--- config.mk ---
export PLATFORM = sky130hd
export DESIGN_NAME = decode_stage
export DESIGN_NICKNAME = d
export VERILOG_FILES = /design/src/rtl/decode_stage_pkg.sv /design/src/rtl/decode_stage_field_decode.sv /design/src/rtl/decode_stage.sv
export SDC_FILE = /design/constraint.sdc
export NUM_CORES = 1
export LEC_CHECK = 0
export CORE_UTILIZATION = 35
export CTS_CLUSTER_DIAMETER = 150
export DETAILED_ROUTE_END_ITERATION = 10
export PLACE_DENSITY = 0.65
export SETUP_SLACK_MARGIN = 0.15
export SLEW_MARGIN = 20
export SYNTH_ARGS = -nofsm -noshare
export SYNTH_HDL_FRONTEND = slang
export SYNTH_SLANG_ARGS = --single-unit
--- constraint.sdc ---
create_clock -name clk -period 1.91 [get_ports clk]
set_input_delay 0.382 -clock clk [delete_from_list [all_inputs] [get_ports clk]]
set_output_delay 0.382 -clock clk [all_outputs]
set_load 0.02 [all_outputs]
--- src/rtl/decode_stage_pkg.sv ---
// Shared field layout, bundle layout and buffer state encoding for the decode stage.
// Offsets are functions of the register/immediate widths so every instance agrees.
package decode_stage_pkg;

  localparam logic [3:0] RSVD_MSB_DEF = 4'hF;

  typedef enum logic [1:0] {
    BUF_EMPTY = 2'd0,
    BUF_MAIN  = 2'd1,
    BUF_FULL  = 2'd2
  } buf_state_e;

  // Instruction word layout, LSB upwards: imm, rs, rd, dst, src, isfloat, op_msb.
  function automatic int unsigned fld_rs_lsb(input int unsigned imm_w);
    return imm_w;
  endfunction

  function automatic int unsigned fld_rd_lsb(input int unsigned reg_w, input int unsigned imm_w);
    return imm_w + reg_w;
  endfunction

  function automatic int unsigned fld_dst_lsb(input int unsigned reg_w, input int unsigned imm_w);
    return imm_w + 2 * reg_w;
  endfunction

  function automatic int unsigned fld_src_bit(input int unsigned reg_w, input int unsigned imm_w);
    return fld_dst_lsb(reg_w, imm_w) + 2;
  endfunction

  function automatic int unsigned fld_isf_bit(input int unsigned reg_w, input int unsigned imm_w);
    return fld_dst_lsb(reg_w, imm_w) + 3;
  endfunction

  function automatic int unsigned fld_op_lsb(input int unsigned reg_w, input int unsigned imm_w);
    return fld_dst_lsb(reg_w, imm_w) + 4;
  endfunction

  // Decoded bundle layout, LSB upwards: illegal, imm_ext, rs, rd, dst, src, isfloat, opcode[8].
  function automatic int unsigned bnd_imm(input int unsigned word_w);
    return (word_w > 0) ? 1 : 1;
  endfunction

  function automatic int unsigned bnd_rs(input int unsigned word_w);
    return 1 + word_w;
  endfunction

  function automatic int unsigned bnd_rd(input int unsigned reg_w, input int unsigned word_w);
    return 1 + word_w + reg_w;
  endfunction

  function automatic int unsigned bnd_dst(input int unsigned reg_w, input int unsigned word_w);
    return 1 + word_w + 2 * reg_w;
  endfunction

  function automatic int unsigned bnd_src(input int unsigned reg_w, input int unsigned word_w);
    return bnd_dst(reg_w, word_w) + 2;
  endfunction

  function automatic int unsigned bnd_isf(input int unsigned reg_w, input int unsigned word_w);
    return bnd_dst(reg_w, word_w) + 3;
  endfunction

  function automatic int unsigned bnd_opc(input int unsigned reg_w, input int unsigned word_w);
    return bnd_dst(reg_w, word_w) + 4;
  endfunction

  function automatic int unsigned bnd_w(input int unsigned reg_w, input int unsigned word_w);
    return bnd_dst(reg_w, word_w) + 12;
  endfunction

endpackage

--- src/rtl/decode_stage_field_decode.sv ---
// Combinational field decoder: instruction word + extension mode -> packed decoded bundle.
// Kept free of state so a dual-issue front end can instantiate two of them.
module field_decode
  import decode_stage_pkg::*;
#(
  parameter int unsigned WORD_W   = 32,
  parameter int unsigned REG_W    = 4,
  parameter int unsigned IMM_W    = 16,
  parameter logic [3:0]  RSVD_MSB = RSVD_MSB_DEF
) (
  input  logic [WORD_W-1:0]               inst,
  input  logic                            sext_en,
  output logic [bnd_w(REG_W, WORD_W)-1:0] bundle
);

  localparam int unsigned RS_LSB  = fld_rs_lsb(IMM_W);
  localparam int unsigned RD_LSB  = fld_rd_lsb(REG_W, IMM_W);
  localparam int unsigned DST_LSB = fld_dst_lsb(REG_W, IMM_W);
  localparam int unsigned SRC_BIT = fld_src_bit(REG_W, IMM_W);
  localparam int unsigned ISF_BIT = fld_isf_bit(REG_W, IMM_W);
  localparam int unsigned OP_LSB  = fld_op_lsb(REG_W, IMM_W);

  logic [3:0]        op_msb;
  logic [3:0]        op_lsb;
  logic              isfloat;
  logic              src;
  logic [1:0]        dst;
  logic [REG_W-1:0]  rd;
  logic [REG_W-1:0]  rs;
  logic [IMM_W-1:0]  imm;
  logic [WORD_W-1:0] imm_ext;
  logic              illegal;

  assign op_msb  = inst[OP_LSB +: 4];
  assign isfloat = inst[ISF_BIT];
  assign src     = inst[SRC_BIT];
  assign dst     = inst[DST_LSB +: 2];
  assign rd      = inst[RD_LSB +: REG_W];
  assign rs      = inst[RS_LSB +: REG_W];
  assign imm     = inst[IMM_W-1:0];

  // Low opcode nibble comes from rs when the source is a register, else from the immediate top.
  assign op_lsb  = src ? rs[3:0] : imm[IMM_W-1 -: 4];
  assign illegal = (op_msb == RSVD_MSB);

  always_comb begin
    imm_ext = '0;
    if (sext_en) begin
      imm_ext = {{(WORD_W - IMM_W){imm[IMM_W-1]}}, imm};
    end else begin
      imm_ext = {{(WORD_W - IMM_W){1'b0}}, imm};
    end
  end

  assign bundle = {op_msb, op_lsb, isfloat, src, dst, rd, rs, imm_ext, illegal};

endmodule

--- src/rtl/decode_stage.sv ---
// Registered decode stage: field decode at the input, sequence tagging, and a
// 2-entry skid buffer (main drives the outputs, skid absorbs one stalled accept).
module decode_stage
  import decode_stage_pkg::*;
#(
  parameter int unsigned WORD_W   = 32,
  parameter int unsigned REG_W    = 4,
  parameter int unsigned IMM_W    = 16,
  parameter int unsigned SEQ_W    = 4,
  parameter logic [3:0]  RSVD_MSB = RSVD_MSB_DEF
) (
  input  logic              clk,
  input  logic              rst_n,
  input  logic              flush,
  input  logic              in_valid,
  output logic              in_ready,
  input  logic [WORD_W-1:0] in_inst,
  input  logic              sext_en,
  output logic              out_valid,
  input  logic              out_ready,
  output logic [7:0]        out_opcode,
  output logic [REG_W-1:0]  out_rd,
  output logic [REG_W-1:0]  out_rs,
  output logic              out_isfloat,
  output logic              out_src,
  output logic [1:0]        out_dst,
  output logic [WORD_W-1:0] out_imm,
  output logic              out_illegal,
  output logic [SEQ_W-1:0]  out_seq
);

  localparam int unsigned BW    = bnd_w(REG_W, WORD_W);
  localparam int unsigned EW    = BW + SEQ_W;
  localparam int unsigned O_ILL = SEQ_W;
  localparam int unsigned O_IMM = SEQ_W + bnd_imm(WORD_W);
  localparam int unsigned O_RS  = SEQ_W + bnd_rs(WORD_W);
  localparam int unsigned O_RD  = SEQ_W + bnd_rd(REG_W, WORD_W);
  localparam int unsigned O_DST = SEQ_W + bnd_dst(REG_W, WORD_W);
  localparam int unsigned O_SRC = SEQ_W + bnd_src(REG_W, WORD_W);
  localparam int unsigned O_ISF = SEQ_W + bnd_isf(REG_W, WORD_W);
  localparam int unsigned O_OPC = SEQ_W + bnd_opc(REG_W, WORD_W);

  logic [BW-1:0]    dec;
  logic [EW-1:0]    new_entry;
  logic [EW-1:0]    main_q, main_d;
  logic [EW-1:0]    skid_q, skid_d;
  buf_state_e       state_q, state_d;
  logic [SEQ_W-1:0] seq_q;
  logic             in_ready_q;
  logic             accept;
  logic             pop;

  field_decode #(
    .WORD_W   (WORD_W),
    .REG_W    (REG_W),
    .IMM_W    (IMM_W),
    .RSVD_MSB (RSVD_MSB)
  ) u_field_decode (
    .inst    (in_inst),
    .sext_en (sext_en),
    .bundle  (dec)
  );

  assign in_ready  = in_ready_q;
  assign out_valid = (state_q != BUF_EMPTY);
  assign accept    = in_valid & in_ready_q;
  assign pop       = out_valid & out_ready;
  assign new_entry = {dec, seq_q};

  always_comb begin
    state_d = state_q;
    main_d  = main_q;
    skid_d  = skid_q;
    if (flush) begin
      state_d = BUF_EMPTY;
    end else begin
      case (state_q)
        BUF_EMPTY: begin
          if (accept) begin
            main_d  = new_entry;
            state_d = BUF_MAIN;
          end
        end
        BUF_MAIN: begin
          if (pop && accept) begin
            main_d = new_entry;
          end else if (pop) begin
            state_d = BUF_EMPTY;
          end else if (accept) begin
            skid_d  = new_entry;
            state_d = BUF_FULL;
          end
        end
        BUF_FULL: begin
          // in_ready is low here, so the only event is a pop promoting skid to main.
          if (pop) begin
            main_d  = skid_q;
            state_d = BUF_MAIN;
          end
        end
        default: state_d = BUF_EMPTY;
      endcase
    end
  end

  always_ff @(posedge clk or negedge rst_n) begin
    if (!rst_n) begin
      state_q    <= BUF_EMPTY;
      main_q     <= '0;
      skid_q     <= '0;
      seq_q      <= '0;
      in_ready_q <= 1'b0;
    end else begin
      state_q    <= state_d;
      main_q     <= main_d;
      skid_q     <= skid_d;
      in_ready_q <= (state_d != BUF_FULL);
      // Accepts during flush still consume a tag, keeping tags tied to fetch order.
      if (accept) begin
        seq_q <= seq_q + SEQ_W'(1);
      end
    end
  end

  assign out_seq     = main_q[SEQ_W-1:0];
  assign out_illegal = main_q[O_ILL];
  assign out_imm     = main_q[O_IMM +: WORD_W];
  assign out_rs      = main_q[O_RS +: REG_W];
  assign out_rd      = main_q[O_RD +: REG_W];
  assign out_dst     = main_q[O_DST +: 2];
  assign out_src     = main_q[O_SRC];
  assign out_isfloat = main_q[O_ISF];
  assign out_opcode  = main_q[O_OPC +: 8];

endmodule
After elaboration in Yosys (flattened, before gate mapping)
Index checks and enable logic that the tools add are counted.
- reductions and logical operators: 6
- equal/unequal tests: 7
- muxes and demuxes: 13
- add/subtract/negate cells: 1
- bitwise gates (word level): 5
- operator list (cell ; number):
    $mux W57 ; 3
    $pmux W57 S3 ; 1
    $mux W32 ; 1
    $mux W2 ; 6
    $reduce_and A5 Y1 ; 2
    $ne A2 B2 Y1 const B ; 4
    $pmux W2 S3 ; 1
    $add A4 B1 Y4 const B ; 1
    $eq A4 B4 Y1 const B ; 1
    $mux W4 ; 1
    $not A1 Y1 ; 3
    $reduce_bool A3 Y1 ; 1
    $and A1 B1 Y1 ; 2
    $eq A2 B1 Y1 const B ; 1
    $eq A2 B2 Y1 const B ; 1
    $logic_not A2 Y1 ; 1
    $reduce_bool A2 Y1 ; 1
    $logic_and A1 B1 Y1 ; 1
- register bits after elaboration: 121

Depth between registers and ports, before layout
Gate-level depths: netlist of run 1.
- word-level depth: 7
- gate-level depth with buffers: 6
- depth with buffers taken out: 4

Modules after synthesis
A second synthesis of run 1 with hierarchy kept.
- cells, all modules: 450
- area, all modules: 5539.1 µm²
- modules (own cells, without submodules) (module ; area each (µm²) ; cells each ; instances):
    decode_stage ; 5118.7 ; 396 ; 1
    field_decode ; 420.4 ; 54 ; 1

Worst setup path before layout of run 1
OpenSTA, ideal clock, no wires.
- kind: reg2reg
- start: register in_ready_q, in the netlist in_ready
- end: register skid_q[37]
- required time: 1785 ps
- arrival: 1697 ps
- path slack: 88 ps
- cell stages (with the launch flop): 6
- period minus slack after synthesis: 1822 ps
- library setup time: 125 ps
- path buffers: 2
- path through: dfrtp_1 > nand2_2 > or4_4 > buf_6 > buf_6 > mux2_4
- word-level cells in the longest chain between the ends: 4
- RTL lines (what ; RTL line ; source):
    start: declaration ; decode_stage.sv:49 ; logic in_ready_q;
    start signal: assignment ; decode_stage.sv:117 ; in_ready_q <= (state_d != BUF_FULL);
    $and A1 B1 Y1 (*) ; decode_stage.sv:66 ; assign accept = in_valid & in_ready_q;
    $logic_and A1 B1 Y1 ; decode_stage.sv:85 ; if (pop && accept) begin
    $not A1 Y1 (no line) ; - ;
    $reduce_and A5 Y1 (no line) (*) ; - ;
    end signal: assignment ; decode_stage.sv:116 ; skid_q <= skid_d;
    end: declaration ; decode_stage.sv:46 ; logic [EW-1:0] skid_q, skid_d;
Mark *: on every way between the ends. The rest lies on a longest branch, timed or not.
A chain may end at the register's enable or synchronous reset.

Worst setup path in the final report of run 1
- start: register state_q[1]
- end: register skid_q[43]
- word-level cells in the longest chain between the ends: 5
- elaborated cells between the ends (all ways): 7
- classes of those cells: eq/ne (1); bitwise (3); reduce/logical (3)
- RTL lines (what ; RTL line ; source):
    start: declaration ; decode_stage.sv:47 ; buf_state_e state_q, state_d;
    start signal: assignment ; decode_stage.sv:114 ; state_q <= state_d;
    $reduce_bool A2 Y1 ; decode_stage.sv:65 ; assign out_valid = (state_q != BUF_EMPTY);
    $and A1 B1 Y1 ; decode_stage.sv:67 ; assign pop = out_valid & out_ready;
    $logic_and A1 B1 Y1 ; decode_stage.sv:85 ;
    $not A1 Y1 (no line) ; - ;
    $reduce_and A5 Y1 (no line) (*) ; - ;
Marked as above.

==> impl_results.md, run 1 <==
* Status: finished, final reports clean
* Crit-path max cell delay at 0.53 ns
* Fin area at 5540 um^2
* Port Buf Inserts at 96
* CP max FO at 35
* Via/cell ratio at 4.87
* Number of max-cap violations at 0
* Boundary Pins at 97
* Die H at 109 um
* Diodes inserted at 0
* Post-synthesis compound-gate area fraction at 8.22%
* Post-synth top area cell: dfrtp_1
* Tcrit/Tclk final at 92.4%
* Synth Register Bits at 91
* CTS Sinks at 91
* Pin count of the biggest net entering global routing at 37
* Most common cell after layout, fill and taps aside: dfrtp_1
* Setup violations, final at 0
* First-pass GRT wire length at 15000 um
* Yosys cell types at 29
* Worst setup EP type: flip-flop
* Rows at 38
* Post-synthesis to final-layout area growth at 39.0%
* Post-synthesis mux area share at 13.6%
* Layout Utilization at 50.5%
* HP Class: primary input to flip-flop
* Post-Synthesis Cell Area at 3990 um^2
* Largest vdd supply drop at 0.432 mV
* Crit-path cells: buf_4, or4_4, buf_12, mux2_4
* Critical-path top delay cell: or4_4
* Met2 routed WL at 4440 um
* Hold Crit Depth at 3
* CTS max path bufs at 2
* Wirelength, routed at 9180 um
* Simple-gate share of the synthesized area at 13.9%
* Top Layer Used: met4
* Share of the synthesized area in the top cell type at 57.1%
* Final Hold Fails at 0
* Initial Util at 36.3%
* Per-cell routed wire length at 14.9 um
* Top cells by area, synth: dfrtp_1 57%, mux2_2 8.8%, nand2_1 8.1%
* Die Wd at 109 um
* Gr ovfl total at 0
* WS Path Type: flip-flop to flip-flop
* Seq/Total Area, Yosys at 57.1%
* Vias in the first global route at 3052
* Layout cells sized above 1 at 20.7%
* PD cells at 1150 nW/um^2
* Detailed Routing Iterations Pass 1 at 6
* Number of max-slew violations in the final report at 0
* Full die area at 11800 um^2
* Skew final at 0.00577 ns
* Largest family of logic cells by synthesized area: simple AND/OR/NAND/NOR gates
* Post-DRT Antenna Nets at 0
* DP Wirelength at 6430 um
* CP startpoint kind: flip-flop
* Slew HR at 66.6%
* FF-to-FF path depth at 4
* Initial antenna violation count at 0
* Clk_lat worst skew at 0.34 ns
* Synth warnings at 0
* Gp weighted congestion at 0.738
* Initial DRC Count at 143
* Syn nets at 409
* CTS tree: yes
* XOR/XNOR Fraction of Synth Area at 0.879%
* Layout Nets at 512
* RSZ-0062 raised after global routing: yes
* Worst EP required at 2.13 ns
* Worst slew pin tran at 0.500 ns
* Wire length on met1 at 4030 um
* Root Buffer: clkbuf_16
* FMAX at 567 MHz
* CTS clk-pin slew, worst paths at 0.06 ns
* Commonest non-fill, non-tap cells in the layout: 88 x dfrtp_1, 86 x nand2_1, 71 x clkdlybuf4s50_1, 40 x nor2_1, 37 x a31oi_1
* Core box area at 11000 um^2
* Critical Path AT at 1.98 ns
* Num CTS Buffers at 9
* Post-synthesis cell count at 370
* Placed Area at 5150 um^2
* Synthesized area per cell at 10.8 um^2
* H-Tree Depth at 3
* P_leak at 2.49 nW
* GRT Total Usage at 16.6%
* Adder-Cell Fraction of Synth Area at 0.314%
* Crit path time final at 1.77 ns
* Met3 routed WL at 535 um
* DRC at 0
* Via count at 3008
[synth_stat cells, drive strengths merged]
| master | number |
|---|---|
| a211o | 1 |
| o41ai | 1 |
| dfrtp | 91 |
| or2 | 1 |
| nand2 | 87 |
| a211oi | 1 |
| a31oi | 37 |
| or4 | 1 |
| clkbuf | 9 |
| nor2 | 40 |
| or4bb | 1 |
| buf | 29 |
| xor2 | 1 |
| nand4 | 1 |
| xnor2 | 3 |
| o21ai | 11 |
| nor2b | 2 |
| mux2 | 42 |
| nand2b | 2 |
| mux2i | 4 |
| nand3 | 3 |
| ha | 1 |
| a2bb2oi | 1 |
[routing by layer]
| metal | GRT usage (%) | vias to the layer above |
|---|---|---|
| met5 | 0 | - |
| met4 | 7.43 | 0 |
| met3 | 4.06 | 17 |
| met2 | 26.6 | 93 |
| met1 | 21.3 | 1453 |
| li1 | - | 1445 |
[what timing repair did]
action,in CTS,in global routing
pin swaps,2,1
cloned,1,0
setup buffers,3,1
resized for setup,27,14
setup endpoints to repair,97,64
endpoints found under the hold margin,24,0
hold buffers,1,0
[final timing paths]
kind / startpoint / endpoint / slack (ns)
worst min register to register: skid_q[51] / skid_q[51] / 0.48
worst min-delay path: out_ready / state_q[1] / 0.38
worst max-delay path: state_q[1] / skid_q[43] / 0.14
max in group asynchronous: rst_n / state_q[1] / 0.85
worst max register to register: state_q[1] / skid_q[43] / 0.14
min in group asynchronous: rst_n / main_q[53] / 0.51
[final cells by class]
class / count / area (um^2)
Sequential cell: 91 / 2280
Timing Repair Buffer: 130 / 1270
Clock buffer: 11 / 233
Multi-Input combinational cell: 241 / 1500
Fill cell: 1002 / 5440
Tap cell: 140 / 175
Clock inverter: 5 / 77.6
[metrics by stage]
step	setup TNS, ns	hold slack [ns]	cells	power, mW	setup WS, ns
after detailed placement	-21.90	0.321	596	4.60	-0.372
after global placement	-20.62	0.318	596	4.51	-0.302
after floorplan	0	0.0864	370	3.79	0.162
after CTS	0	0.465	617	6.44	0.143
final	0	0.380	618	6.37	0.145
after global routing	0	0.401	618	6.71	0.0998
[sequential cells by signal, indices dropped and copies added, names as in the netlist]
name and cells:
in_ready 1, main_q 42, seq_q 4, skid_q 42, state_q 2
[power by group]
part / internal [mW] / switching [mW] / leakage (nW)
registers: 2.45 / 0.340 / 1.07
clock network: 1.14 / 0.710 / 0.150
logic: 0.920 / 0.809 / 1.27
total: 4.51 / 1.86 / 2.49
[worst max-delay path: cells and delay by family (launching register included)]
kind / cells / cell delay, ns
muxes: 1 / 0.32
DFF: 1 / 0.43
buffers and inverters: 2 / 0.36
and+or+nand+nor: 1 / 0.53
[kinds of logic after synthesis]
logic type,count (synthesis)
compound gates,52
flops,91
simple gates,138
buf+inv,38
mux,46
xor+xnor,4
fa+ha+maj,1
No activity file was read; power rests on OpenSTA's default activity.
==> run 2, diff against run 1 <==
ABC_CLOCK_PERIOD_IN_PS = 1500   (was not set)
PLACE_DENSITY = not set   (was 0.65)
clock period = 1.5 ns   (was 1.91 ns; I/O delays follow)
==> run 2 against run 1 <==
The flow now finishes with violations (negative setup slack). Final area rose by 12%. Clock power grew 34%. Critical path depth increased by 2. Combinational power is 45% higher. First-iteration DRC count shrank 38%. Sequential power rose by 27%. Power grew 34%. Critical endpoint is now main_q[49].
==> impl_results.md, run 2 (synthesis results as in run 1) <==
* Wirelength, routed at 10700 um (was 9180 um)
* Failing checks: negative setup slack
* CTS max path bufs at 2 (unchanged)
* CP max FO at 5 (was 35)
* Vias in the first global route at 3077 (was 3052)
* GRT Total Usage at 17.2% (was 16.6%)
* P_leak at 2.83 nW (was 2.49 nW)
* Via/cell ratio at 4.96 (was 4.87)
* DRC at 0 (unchanged)
* Full die area at 11800 um^2 (unchanged)
* Tcrit/Tclk final at 125% (was 92.4%)
* Status: finished, violations left (was finished, final reports clean)
* Layout cells sized above 1 at 35.1% (was 20.7%)
* HP Class: primary input to flip-flop (unchanged)
* First-pass GRT wire length at 15400 um (was 15000 um)
* Worst setup EP type: flip-flop (unchanged)
* Slew HR at 63.6% (was 66.6%)
* Crit path time final at 1.88 ns (was 1.77 ns)
* PD cells at 1370 nW/um^2 (was 1150 nW/um^2)
* Rows at 38 (unchanged)
* H-Tree Depth at 3 (unchanged)
* Crit-path max cell delay at 0.53 ns (about the same)
* Via count at 3222 (was 3008)
* Skew final at 0.00634 ns (was 0.00577 ns)
* Largest vdd supply drop at 0.721 mV (was 0.432 mV)
* Setup TNS at -26.19 ns (was 0 ns)
* RSZ-0062 raised after global routing: yes (unchanged)
* FMAX at 531 MHz (was 567 MHz)
* Per-cell routed wire length at 16.5 um (was 14.9 um)
* Post-DRT Antenna Nets at 0 (unchanged)
* Crit-path cells: buf_6, or4bb_4, o41ai_4, buf_12, buf_6, mux2_4 (was buf_4, or4_4, buf_12, mux2_4)
* Fin Hold WS at 0.356 ns (was 0.380 ns)
* Gr ovfl total at 0 (unchanged)
* Most common cell after layout, fill and taps aside: dfrtp_1 (unchanged)
* Clk_lat worst skew at 0.34 ns (about the same)
* Number of max-slew violations in the final report at 0 (unchanged)
* Die H at 109 um (unchanged)
* DP Wirelength at 6180 um (was 6430 um)
* Core box area at 11000 um^2 (unchanged)
* Boundary Pins at 97 (unchanged)
* Critical-path top delay cell: or4bb_4 (was or4_4)
* Layout Nets at 544 (was 512)
* Fin worst setup slack at -0.382 ns (was 0.145 ns)
* WS Path Type: flip-flop to flip-flop (unchanged)
* CP startpoint kind: flip-flop (unchanged)
* Most common cell on crit path: buf_6
* Pin count of the biggest net entering global routing at 35 (was 37)
* CTS Sinks at 91 (unchanged)
* Worst slew pin tran at 0.544 ns (was 0.500 ns)
* Initial antenna violation count at 0 (unchanged)
* Gp weighted congestion at 0.755 (was 0.738)
* Number of max-cap violations at 0 (unchanged)
* Diodes inserted at 0 (unchanged)
* CTS tree: yes (unchanged)
* Post-synthesis to final-layout area growth at 55.8% (was 39.0%)
* Root Buffer: clkbuf_16 (unchanged)
* Setup violations, final at 87 (was 0)
* Initial Util at 36.3% (unchanged)
* Commonest non-fill, non-tap cells in the layout: 89 x dfrtp_1, 86 x nand2_1, 37 x a31oi_1, 33 x clkdlybuf4s50_1, 32 x nor2_1 (was 88 x dfrtp_1, 86 x nand2_1, 71 x clkdlybuf4s50_1, 40 x nor2_1, 37 x a31oi_1)
* Critical Path AT at 2.10 ns (was 1.98 ns)
* Initial DRC Count at 88 (was 143)
* Die Wd at 109 um (unchanged)
* Port Buf Inserts at 96 (unchanged)
* Worst EP required at 1.72 ns (was 2.13 ns)
* CTS clk-pin slew, worst paths at 0.07 ns (was 0.06 ns)
* Detailed Routing Iterations Pass 1 at 4 (was 6)
* Top flop regs: main_q (42), skid_q (42), seq_q (4) (unchanged)
* Num CTS Buffers at 9 (unchanged)
* Final Hold Fails at 0 (unchanged)
-- run 2: final timing paths --
path | start | endpoint | slack (ns) | depth (start not counted)
hold reg to reg | skid_q[51] | skid_q[51] | 0.48 | 2
min in group asynchronous | rst_n | main_q[53] | 0.43 | 2
hold / removal | out_ready | state_q[1] | 0.36 | 3
setup / recovery | state_q[0] | main_q[49] | -0.38 | 6
setup reg to reg | state_q[0] | main_q[49] | -0.38 | 6
max in group asynchronous | rst_n | main_q[36] | 0.53 | 3
-- run 2: timing repair --
item	in CTS	in global routing
hold endpoints to repair	20	0
pin swaps	3	4
setup endpoints to repair	144	133
setup buffers	14	9
resized for setup	190	85
gates cloned	4	9
hold buffers	1	0
-- run 2: critical path, delay by kind of cell (launching register included) --
kind,cells,cell delay (ns)
AO/OA/AOI/OAI,1,0.12
buffers and inverters,3,0.44
flip-flops,1,0.40
multiplexers,1,0.28
AND/OR/NAND/NOR,1,0.53
-- run 2: final cells by class --
class	count	area [um^2]
Clock buffer	9	225
Multi-Input combinational cell	241	1570
Fill cell	946	4770
Clock inverter	7	101
Tap cell	140	175
Sequential cell	91	2280
Timing Repair Buffer	162	1860
-- run 2: report_power, final --
part | internal (mW) | switching, mW
logic | 1.37 | 1.14
registers | 3.12 | 0.416
clock network | 1.48 | 0.997
-- run 2: layer usage --
layer  global-route usage (%)  vias to the layer above  share of wire, %
li1                         -                     1524                 -
met1                     22.9                     1578                44
met2                     27.9                      111                49
met3                     4.06                        9               6.6
met4                     4.63                        0              0.78
met5                        0                        -                 0
-- run 2: per-stage QoR --
stage | setup slack, ns | cells | utilization (%) | cell area (um^2) | total power [mW]
finish | -0.382 | 650 | 56.6 | 6210 | 8.52
global route | -0.416 | 650 | 56.6 | 6210 | 8.96
CTS | -0.382 | 633 | 53.4 | 5860 | 8.37
detailed placement | -0.894 | 598 | 47.7 | 5240 | 5.87
global placement | -0.856 | 598 | 47.7 | 5240 | 5.79
floorplan | -0.221 | 370 | - | 4000 | 4.83
